[src/rtl/cam_learn_ctrl_if.sv]
// Request/response handshake bundle between a table manager
// and cam_learn_ctrl.
interface cam_learn_ctrl_if #(
    parameter int DATA_WIDTH = 32,
    parameter int ADDR_WIDTH = 5
);
    logic                  req_valid;
    logic                  req_ready;
    logic                  req_op;
    logic [DATA_WIDTH-1:0] req_key;
    logic                  rsp_valid;
    logic                  rsp_ready;
    logic [1:0]            rsp_status;
    logic [ADDR_WIDTH-1:0] rsp_addr;

    modport master (
        output req_valid, req_op, req_key, rsp_ready,
        input  req_ready, rsp_valid, rsp_status, rsp_addr
    );

    modport slave (
        input  req_valid, req_op, req_key, rsp_ready,
        output req_ready, rsp_valid, rsp_status, rsp_addr
    );
endinterface

[src/rtl/cam_learn_ctrl.sv]
// Write-side controller for cam_core: flushes the table after reset,
// then serves insert/delete requests with a free-slot bitmap.
module cam_learn_ctrl #(
    parameter int DATA_WIDTH = 32,
    parameter int ADDR_WIDTH = 5
) (
    input  logic                  clk,
    input  logic                  reset,
    cam_learn_ctrl_if.slave       bus,
    output logic [ADDR_WIDTH:0]   used_count,
    output logic                  init_busy,
    output logic                  cam_we,
    output logic [ADDR_WIDTH-1:0] cam_addr,
    output logic [DATA_WIDTH-1:0] cam_data,
    output logic                  cam_valid,
    output logic [DATA_WIDTH-1:0] lookup_data,
    input  logic [ADDR_WIDTH-1:0] lookup_addr,
    input  logic                  lookup_hit
);
    localparam int DEPTH = 1 << ADDR_WIDTH;
    localparam logic [ADDR_WIDTH-1:0] LAST = ADDR_WIDTH'(DEPTH - 1);

    localparam logic [1:0] ST_OK        = 2'd0;
    localparam logic [1:0] ST_EXISTS    = 2'd1;
    localparam logic [1:0] ST_FULL      = 2'd2;
    localparam logic [1:0] ST_NOT_FOUND = 2'd3;

    typedef enum logic [2:0] {
        S_INIT,
        S_IDLE,
        S_LOOKUP,
        S_CHECK,
        S_WRITE,
        S_RESP
    } state_t;

    state_t                state;
    logic [ADDR_WIDTH-1:0] sweep;
    logic [DEPTH-1:0]      bitmap;
    logic                  op_q;
    logic [ADDR_WIDTH-1:0] target;
    logic                  req_ready;
    logic                  rsp_valid;
    logic [1:0]            rsp_status;
    logic [ADDR_WIDTH-1:0] rsp_addr;
    logic [ADDR_WIDTH-1:0] free_idx;
    logic                  free_any;

    assign bus.req_ready  = req_ready;
    assign bus.rsp_valid  = rsp_valid;
    assign bus.rsp_status = rsp_status;
    assign bus.rsp_addr   = rsp_addr;

    // Lowest-index clear bit wins; scanning downward leaves it last.
    always_comb begin
        free_idx = '0;
        free_any = 1'b0;
        for (int i = DEPTH - 1; i >= 0; i--) begin
            if (!bitmap[i]) begin
                free_idx = ADDR_WIDTH'(i);
                free_any = 1'b1;
            end
        end
    end

    always_ff @(posedge clk) begin
        if (reset) begin
            state       <= S_INIT;
            sweep       <= '0;
            bitmap      <= '0;
            used_count  <= '0;
            op_q        <= 1'b0;
            target      <= '0;
            lookup_data <= '0;
            req_ready   <= 1'b0;
            rsp_valid   <= 1'b0;
            rsp_status  <= ST_OK;
            rsp_addr    <= '0;
            init_busy   <= 1'b1;
            cam_we      <= 1'b0;
            cam_addr    <= '0;
            cam_data    <= '0;
            cam_valid   <= 1'b0;
        end else begin
            cam_we <= 1'b0;
            unique case (state)
                S_INIT: begin
                    cam_we    <= 1'b1;
                    cam_addr  <= sweep;
                    cam_data  <= '0;
                    cam_valid <= 1'b0;
                    sweep     <= sweep + 1'b1;
                    if (sweep == LAST) begin
                        state     <= S_IDLE;
                        init_busy <= 1'b0;
                        req_ready <= 1'b1;
                    end
                end
                S_IDLE: begin
                    if (bus.req_valid && req_ready) begin
                        op_q        <= bus.req_op;
                        lookup_data <= bus.req_key;
                        req_ready   <= 1'b0;
                        state       <= S_LOOKUP;
                    end
                end
                S_LOOKUP: begin
                    state <= S_CHECK;
                end
                S_CHECK: begin
                    unique case (1'b1)
                        !op_q && lookup_hit: begin
                            rsp_status <= ST_EXISTS;
                            rsp_addr   <= lookup_addr;
                            rsp_valid  <= 1'b1;
                            state      <= S_RESP;
                        end
                        !op_q && !lookup_hit && !free_any: begin
                            rsp_status <= ST_FULL;
                            rsp_addr   <= '0;
                            rsp_valid  <= 1'b1;
                            state      <= S_RESP;
                        end
                        !op_q && !lookup_hit && free_any: begin
                            target    <= free_idx;
                            cam_we    <= 1'b1;
                            cam_addr  <= free_idx;
                            cam_data  <= lookup_data;
                            cam_valid <= 1'b1;
                            state     <= S_WRITE;
                        end
                        op_q && lookup_hit: begin
                            target    <= lookup_addr;
                            cam_we    <= 1'b1;
                            cam_addr  <= lookup_addr;
                            cam_data  <= '0;
                            cam_valid <= 1'b0;
                            state     <= S_WRITE;
                        end
                        op_q && !lookup_hit: begin
                            rsp_status <= ST_NOT_FOUND;
                            rsp_addr   <= '0;
                            rsp_valid  <= 1'b1;
                            state      <= S_RESP;
                        end
                        default: begin
                            state <= S_IDLE;
                            req_ready <= 1'b1;
                        end
                    endcase
                end
                S_WRITE: begin
                    bitmap[target] <= !op_q;
                    if (op_q) begin
                        used_count <= used_count - 1'b1;
                    end else begin
                        used_count <= used_count + 1'b1;
                    end
                    rsp_status <= ST_OK;
                    rsp_addr   <= target;
                    rsp_valid  <= 1'b1;
                    state      <= S_RESP;
                end
                S_RESP: begin
                    if (bus.rsp_ready) begin
                        rsp_valid <= 1'b0;
                        req_ready <= 1'b1;
                        state     <= S_IDLE;
                    end
                end
                default: begin
                    state <= S_INIT;
                end
            endcase
        end
    end
endmodule

[src/flat_wrapper.sv]
// flat-port wrapper written by rule: the top's interface ports become plain ports
module cam_learn_ctrl_flat 
#(
    parameter int DATA_WIDTH = 32,
    parameter int ADDR_WIDTH = 5
)
  (clk, reset, used_count, init_busy, cam_we, cam_addr, cam_data, cam_valid, lookup_data, lookup_addr, lookup_hit, bus_req_valid, bus_req_op, bus_req_key, bus_rsp_ready, bus_req_ready, bus_rsp_valid, bus_rsp_status, bus_rsp_addr);
  cam_learn_ctrl_if #(.DATA_WIDTH(DATA_WIDTH), .ADDR_WIDTH(ADDR_WIDTH)) bus_i ();
  input  logic clk;
  input  logic reset;
  output logic [ADDR_WIDTH:0] used_count;
  output logic init_busy;
  output logic cam_we;
  output logic [ADDR_WIDTH-1:0] cam_addr;
  output logic [DATA_WIDTH-1:0] cam_data;
  output logic cam_valid;
  output logic [DATA_WIDTH-1:0] lookup_data;
  input  logic [ADDR_WIDTH-1:0] lookup_addr;
  input  logic lookup_hit;
  input wire logic [$bits(bus_i.req_valid)-1:0] bus_req_valid;
  input wire logic [$bits(bus_i.req_op)-1:0] bus_req_op;
  input wire logic [$bits(bus_i.req_key)-1:0] bus_req_key;
  input wire logic [$bits(bus_i.rsp_ready)-1:0] bus_rsp_ready;
  output wire logic [$bits(bus_i.req_ready)-1:0] bus_req_ready;
  output wire logic [$bits(bus_i.rsp_valid)-1:0] bus_rsp_valid;
  output wire logic [$bits(bus_i.rsp_status)-1:0] bus_rsp_status;
  output wire logic [$bits(bus_i.rsp_addr)-1:0] bus_rsp_addr;
  assign bus_i.req_valid = bus_req_valid;
  assign bus_i.req_op = bus_req_op;
  assign bus_i.req_key = bus_req_key;
  assign bus_i.rsp_ready = bus_rsp_ready;
  assign bus_req_ready = bus_i.req_ready;
  assign bus_rsp_valid = bus_i.rsp_valid;
  assign bus_rsp_status = bus_i.rsp_status;
  assign bus_rsp_addr = bus_i.rsp_addr;
  cam_learn_ctrl #(.DATA_WIDTH(DATA_WIDTH), .ADDR_WIDTH(ADDR_WIDTH)) u_core (.clk(clk), .reset(reset), .bus(bus_i), .used_count(used_count), .init_busy(init_busy), .cam_we(cam_we), .cam_addr(cam_addr), .cam_data(cam_data), .cam_valid(cam_valid), .lookup_data(lookup_data), .lookup_addr(lookup_addr), .lookup_hit(lookup_hit));
endmodule
[config.mk]
export PLATFORM = sky130hd
export DESIGN_NAME = cam_learn_ctrl_flat
export DESIGN_NICKNAME = d
export VERILOG_FILES = /design/src/rtl/cam_learn_ctrl_if.sv /design/src/rtl/cam_learn_ctrl.sv /design/src/flat_wrapper.sv
export SDC_FILE = /design/constraint.sdc
export NUM_CORES = 1
export LEC_CHECK = 0
export ABC_CLOCK_PERIOD_IN_PS = 2000
export CAP_MARGIN = 30
export CORE_MARGIN = 8
export CORE_UTILIZATION = 50
export DETAILED_ROUTE_END_ITERATION = 7
export GPL_TIMING_DRIVEN = 0
export HOLD_SLACK_MARGIN = 0.12
export PLACE_DENSITY = 0.8
export SETUP_SLACK_MARGIN = 0.02
export SLEW_MARGIN = 10
export SYNTH_ARGS = -nofsm -noshare
export SYNTH_HDL_FRONTEND = slang
export SYNTH_SLANG_ARGS = --single-unit
[constraint.sdc]
create_clock -name clk -period 2 [get_ports clk]
set_input_delay 0.4 -clock clk [delete_from_list [all_inputs] [get_ports clk]]
set_output_delay 0.4 -clock clk [all_outputs]
set_load 0.05 [all_outputs]
* Yosys cells after proc, flatten, opt, wreduce, memory -nomap -nowiden
Cells that the tools add are included.
Word-level totals: bits of input ports 43, logic and storage cells 158, bits in registers 133, output and inout bits 87
Operators by class: add/sub/neg operators 3, mux-type cells 93, reduce and logical (&&, ||, !) cells 30, eq/ne operators 14, order comparisons 2
Operators with widths (number):
- $mux W5 | 32
- $pmux W32 S2 | 2
- $mux W1 | 40
- $pmux W5 S2 | 4
- $bwmux W32 | 1
- $pmux W3 S6 | 1
- $reduce_and A2 Y1 | 6
- $mux W3 | 3
- $logic_and A1 B1 Y1 | 8
- $add A6 B1 Y6 const B | 1
- $eq A3 B2 Y1 const B | 2
- $eq A3 B3 Y1 const B | 2
- $lt A5 B6 Y1 const B | 1
- $mux W6 | 1
- $ne A2 B2 Y1 const B | 3
- $pmux W1 S2 | 3
- $pmux W2 S3 | 1
- $pmux W3 S2 | 1
- $reduce_and A3 Y1 | 2
- $reduce_bool A2 Y1 | 3
- $sub A6 B1 Y6 const B | 1
- $add A5 B1 Y5 const B | 1
- $demux W1 S5 | 1
- $eq A5 B5 Y1 const B | 1
- 17 further kinds | 21

* Logic depth before layout (Yosys ltp)
word-level depth 37, mapped depth 8, gate-level depth less buffers 8

* Worst setup path after synthesis
Ideal clock, no wire load.
kind reg-to-reg, from register u_core.used_count[1], to register u_core.used_count[5], cell stages (with the launch flop) 8, path buffers 0, clock period less this slack 2.073 ns, data arrival time 1.946 ns, required time 1.872 ns, setup time 0.128 ns, slack -0.073 ns, path through dfxtp_1 -> ha_1 -> a21o_1 -> a21oi_1 -> and4b_1 -> a211o_1 -> xnor2_1 -> nor2_1
On the way: longest elaborated chain between the ends 2, elaborated cells between the ends (all ways) 3, those cells by class 2 x add/sub; 1 x mux
Ends and longest elaborated chain:
- start: declaration | line cam_learn_ctrl.sv:10 | output logic [ADDR_WIDTH:0] used_count,
- start signal: assignment | line cam_learn_ctrl.sv:155 | used_count <= used_count - 1'b1;
- start signal: assignment | line cam_learn_ctrl.sv:157 | used_count <= used_count + 1'b1;
- $add A6 B1 Y6 / $sub A6 B1 Y6 (equally long branches) | line cam_learn_ctrl.sv:157, cam_learn_ctrl.sv:155
- $mux W6 (*) | line cam_learn_ctrl.sv:154 | if (op_q) begin
Mark *: on every way between the ends. The rest lies on a longest branch, timed or not. A chain may end at the register's enable or synchronous reset.

* Worst setup path in the final report
from register u_core.bitmap[14], to register u_core.rsp_addr[1], in the netlist u_core.bus.rsp_addr[1]
On the way: longest elaborated chain between the ends 20, elaborated cells between the ends (all ways) 22, those cells by class 1 x eq/ne; 17 x mux; 4 x reduce/logical
Ends and longest elaborated chain:
- start: declaration | line cam_learn_ctrl.sv:39 | logic [DEPTH-1:0] bitmap;
- start signal: indexed assignment | line cam_learn_ctrl.sv:153 | bitmap[target] <= !op_q;
- $mux W1 (*) (15 in a row) | line cam_learn_ctrl.sv:59 | if (!bitmap[i]) begin
- $logic_not A1 Y1 (*) | line cam_learn_ctrl.sv:118 | !op_q && !lookup_hit && !free_any: begin
- $logic_and A1 B1 Y1 (*) | line cam_learn_ctrl.sv:118
- $reduce_or A2 Y1 (no line) (*)
- $pmux W5 S2 / $ne A3 B2 Y1 (equally long branches)
- $pmux W5 S2 / $reduce_and A2 Y1 (equally long branches)
- end signal: assignment | line cam_learn_ctrl.sv:114 | rsp_addr <= lookup_addr;
- end signal: assignment | line cam_learn_ctrl.sv:160 | rsp_addr <= target;
- end: declaration | line cam_learn_ctrl.sv:45 | logic [ADDR_WIDTH-1:0] rsp_addr;
Marked as above.

==> key figures <==
Synth
  • Post-synth EDFFs: 0
  • Cell count after synthesis: 653
  • YS warnings: 0
  • Post-Syn Nets: 703
  • Synth cell types: 61
  • Main synth FF type: dfxtp_1
  • Synthesized area: 5650 sq um
  • Asr flop ratio synth: 0%
  • Seq cells post-synth: 133
  • Synthesized area per cell: 8.66 sq um
  • Seq/Total Area, Yosys: 47.1%

Die
  • Num ports: 130
  • Row count: 39
  • Die X: 122 um
  • Die area: 15000 sq um
  • Core area: 11200 sq um
  • Die height: 122 um
  • Initial core utilization: 50.4%

Worst setup path
  • Critical path class: reg2reg
  • Worst setup SP type: flip-flop
  • CP required: 2340 ps
  • Largest fanout on the critical path: 5
  • Crit path DAT: 2360 ps
  • FF-to-FF path depth: 8
  • Worst setup EP type: flip-flop

Place
  • Post-place setup slack: -594 ps
  • DP HPWL: 13100 um
  • Dpl cells: 924
  • Placer congestion estimate: 0.902
  • DP Area: 7110 sq um
  • I/O Buffers: 128

Finish
  • Share of cells above drive strength 1: 15.8%
  • Footprint of the multi-input gates: 2880 sq um
  • Syn-to-layout area delta: 42.8%
  • Fillers: 808
  • Fin cells: 980
  • Design Area, Final: 8070 sq um
  • Antenna cells: 0
  • Register area: 2690 sq um
  • Nets: 875

CTS
  • Clock sink total: 133
  • Worst skew pair latency: 430 ps
  • CTS root buffer: clkbuf_16
  • CTS tree: built
  • Cts hold-fix bufs: 0
  • CTS H-tree depth: 4
  • Clk buf depth: 2
  • Clock transition at path regs: 60 ps
  • CTS Buf Count: 17

Run status
  • Failing checks: setup timing
  • Status: finished, violations left

Global route
  • GRT Total Usage: 24.1%
  • Initial antenna violation count: 0
  • Overflow after GRT: 0
  • Largest net degree at the start of global routing: 17
  • Number of global-route vias before repair: 5420
  • First-pass GRT wire length: 28500 um

Drt
  • Pre-antenna DRT Iters: 7
  • Antenna Nets Post-Route: 0
  • Initial DRC count: 569
  • Post-route DRC violation count: 0
  • Via/cell ratio: 5.93
  • Final wirelength: 19400 um
  • Via count: 5810
  • Routed len/inst: 19.8 um

STA
  • Min Hold Slack: 464 ps
  • RSZ-0062 raised after global routing: yes
  • Minimum clock period: 2020 ps
  • Final setup viols: 4
  • Setup WS post-layout: -24.9 ps
  • Fmax: 494 MHz
  • Rel. slew slack: 59.7%
  • Period utilization: 101%
  • Clock skew: 6.60 ps
  • Final hold viol count: 0
  • Worst-margin pin slew: 604 ps
  • Slew Limit Fails: 0

Power
  • Leakage power: 3.42 nW
  • Power per cell area: 746 nW/um^2
  • Peak VDD IR: 0.000623 V

Job
  • Max_cap viols: 0

Worst hold path
  • Hold path depth: 2
  • Hold crit path type: reg2reg
-- path summary, 6_finish.rpt --
path,from,end,slack [ps]
worst min register to register,u_core.cam_valid,u_core.cam_valid,460
worst min-delay path,u_core.cam_valid,u_core.cam_valid,460
worst max-delay path,u_core.bitmap[14],u_core.bus.rsp_addr[1],-20
worst max register to register,u_core.bitmap[14],u_core.bus.rsp_addr[1],-20
-- cell type report --
cell class	instances	share of cell area, %
Inverter	14	0.682
Timing Repair Buffer	153	17.6
Clock buffer	19	5.49
Multi-Input combinational cell	464	35.7
Clock inverter	12	1.94
Buffer	42	3.07
Sequential cell	133	33.3
Tap cell	143	2.22
-- cell usage in the layout, fill, tap and decap left out, types with 5 or more instances in the layout --
| master | netlist | layout |
|---|---|---|
| clkbuf_2 | 0 | 12 |
| ha_1 | 6 | 6 |
| or3_1 | 34 | 33 |
| nor3_1 | 12 | 11 |
| mux2i_1 | 6 | 6 |
| inv_1 | 13 | 13 |
| nand4_1 | 7 | 7 |
| a21oi_1 | 83 | 79 |
| nand2_1 | 103 | 102 |
| buf_4 | 7 | 18 |
| clkbuf_1 | 27 | 17 |
| dlymetal6s2s_1 | 0 | 7 |
| nor2b_1 | 5 | 5 |
| clkdlybuf4s50_1 | 0 | 42 |
| a211oi_1 | 8 | 8 |
| o21ai_0 | 40 | 36 |
| buf_6 | 3 | 13 |
| dlygate4sd2_1 | 0 | 79 |
| dfxtp_2 | 0 | 16 |
| nand3_1 | 13 | 10 |
| dfxtp_1 | 133 | 116 |
| nor2_1 | 34 | 34 |
| a22o_1 | 33 | 33 |
| clkinv_4 | 0 | 5 |
| a221oi_1 | 5 | 5 |
| and3_1 | 5 | 5 |
| clkbuf_16 | 0 | 18 |
-- power by group --
part           switching (mW)  internal (mW)
Combinational          0.0993         0.0973
Clock                    1.17           1.98
Sequential            0.00866           2.66
-- metal layers --
metal	wire length (um)	part of all wire (%)	up-vias	global-route usage [%]
met3	1430	7.3	54	6.26
met1	7740	40	2766	28.0
met5	0	0	-	0
met4	675	3.5	0	12.3
li1	-	-	2700	-
met2	9610	49	290	40.4
-- Yosys cell counts, types with 2 or more instances --
cell / instances / area share, %
clkbuf_1: 27 / 1.8
a211oi_1: 8 / 1.1
nand2_1: 103 / 6.8
o211ai_1: 2 / 0.27
o21ai_2: 2 / 0.31
a211o_1: 2 / 0.31
or3_1: 34 / 3.8
a311oi_1: 4 / 0.62
nand3b_1: 3 / 0.40
mux2i_1: 6 / 1.1
a21o_1: 3 / 0.40
nor4_1: 2 / 0.22
nand2b_4: 2 / 0.49
o41ai_1: 3 / 0.46
a221oi_1: 5 / 0.77
inv_1: 13 / 0.86
nor2b_1: 5 / 0.55
nor3_1: 12 / 1.1
buf_1: 4 / 0.27
xor2_1: 3 / 0.46
nor2_2: 3 / 0.33
a21oi_1: 83 / 7.3
and4_1: 4 / 0.62
a31oi_1: 2 / 0.22
buf_2: 2 / 0.18
or3b_1: 2 / 0.31
nor2_1: 34 / 2.3
buf_4: 7 / 0.93
or3_4: 2 / 0.40
nand4_1: 7 / 0.77
xnor2_1: 4 / 0.62
o21ai_0: 40 / 3.5
nand2b_1: 4 / 0.44
nand3_1: 13 / 1.2
and3_1: 5 / 0.55
a22oi_1: 2 / 0.27
buf_6: 3 / 0.60
a22o_1: 33 / 5.1
dfxtp_1: 133 / 47
ha_1: 6 / 1.3
-- per-stage QoR --
step / TNS (ps) / util, % / power, mW
final: -45.3 / 71.9 / 6.02
after floorplan: 0 / - / 2.79
after global routing: -1490 / 71.9 / 6.15
after global placement: -33120 / 63.4 / 2.91
after detailed placement: -36180 / 63.4 / 2.91
after CTS: -1930 / 69.2 / 6.03
-- critical path, stage by stage (launching register included) --
cell	delay, ps
dfxtp_2	350
nand4_1	210
nor4_4	380
buf_4	190
a211oi_4	110
buf_4	180
o31ai_4	280
nor2_1	80
nor3_1	160
-- sequential cells by signal, indices dropped and copies added (netlist names), 2 cells and up --
| signal | count |
|---|---|
| u_core.target | 5 |
| u_core.used_count | 6 |
| u_core.bus.rsp_status | 2 |
| u_core.bitmap | 32 |
| u_core.cam_addr | 5 |
| u_core.state | 3 |
| u_core.lookup_data | 32 |
| u_core.sweep | 5 |
| u_core.bus.rsp_addr | 5 |
| u_core.cam_data | 32 |
-- cells by family after synthesis --
kind of cell	synth area share [%]
xor+xnor	1.08
mux	1.06
compound gates	22.8
simple gates	21.6
buf+inv	4.69
flops	47.1
fa+ha+maj	1.68
-- repair_timing --
action | CTS | global route
endpoints found under the setup margin | 188 | 123
gates cloned | 1 | 3
endpoints found under the hold margin | 0 | 0
gates resized for setup | 102 | 73
buffers inserted | 7 | 15
pin swaps | 8 | 40
No activity file was read; power rests on OpenSTA's default activity.
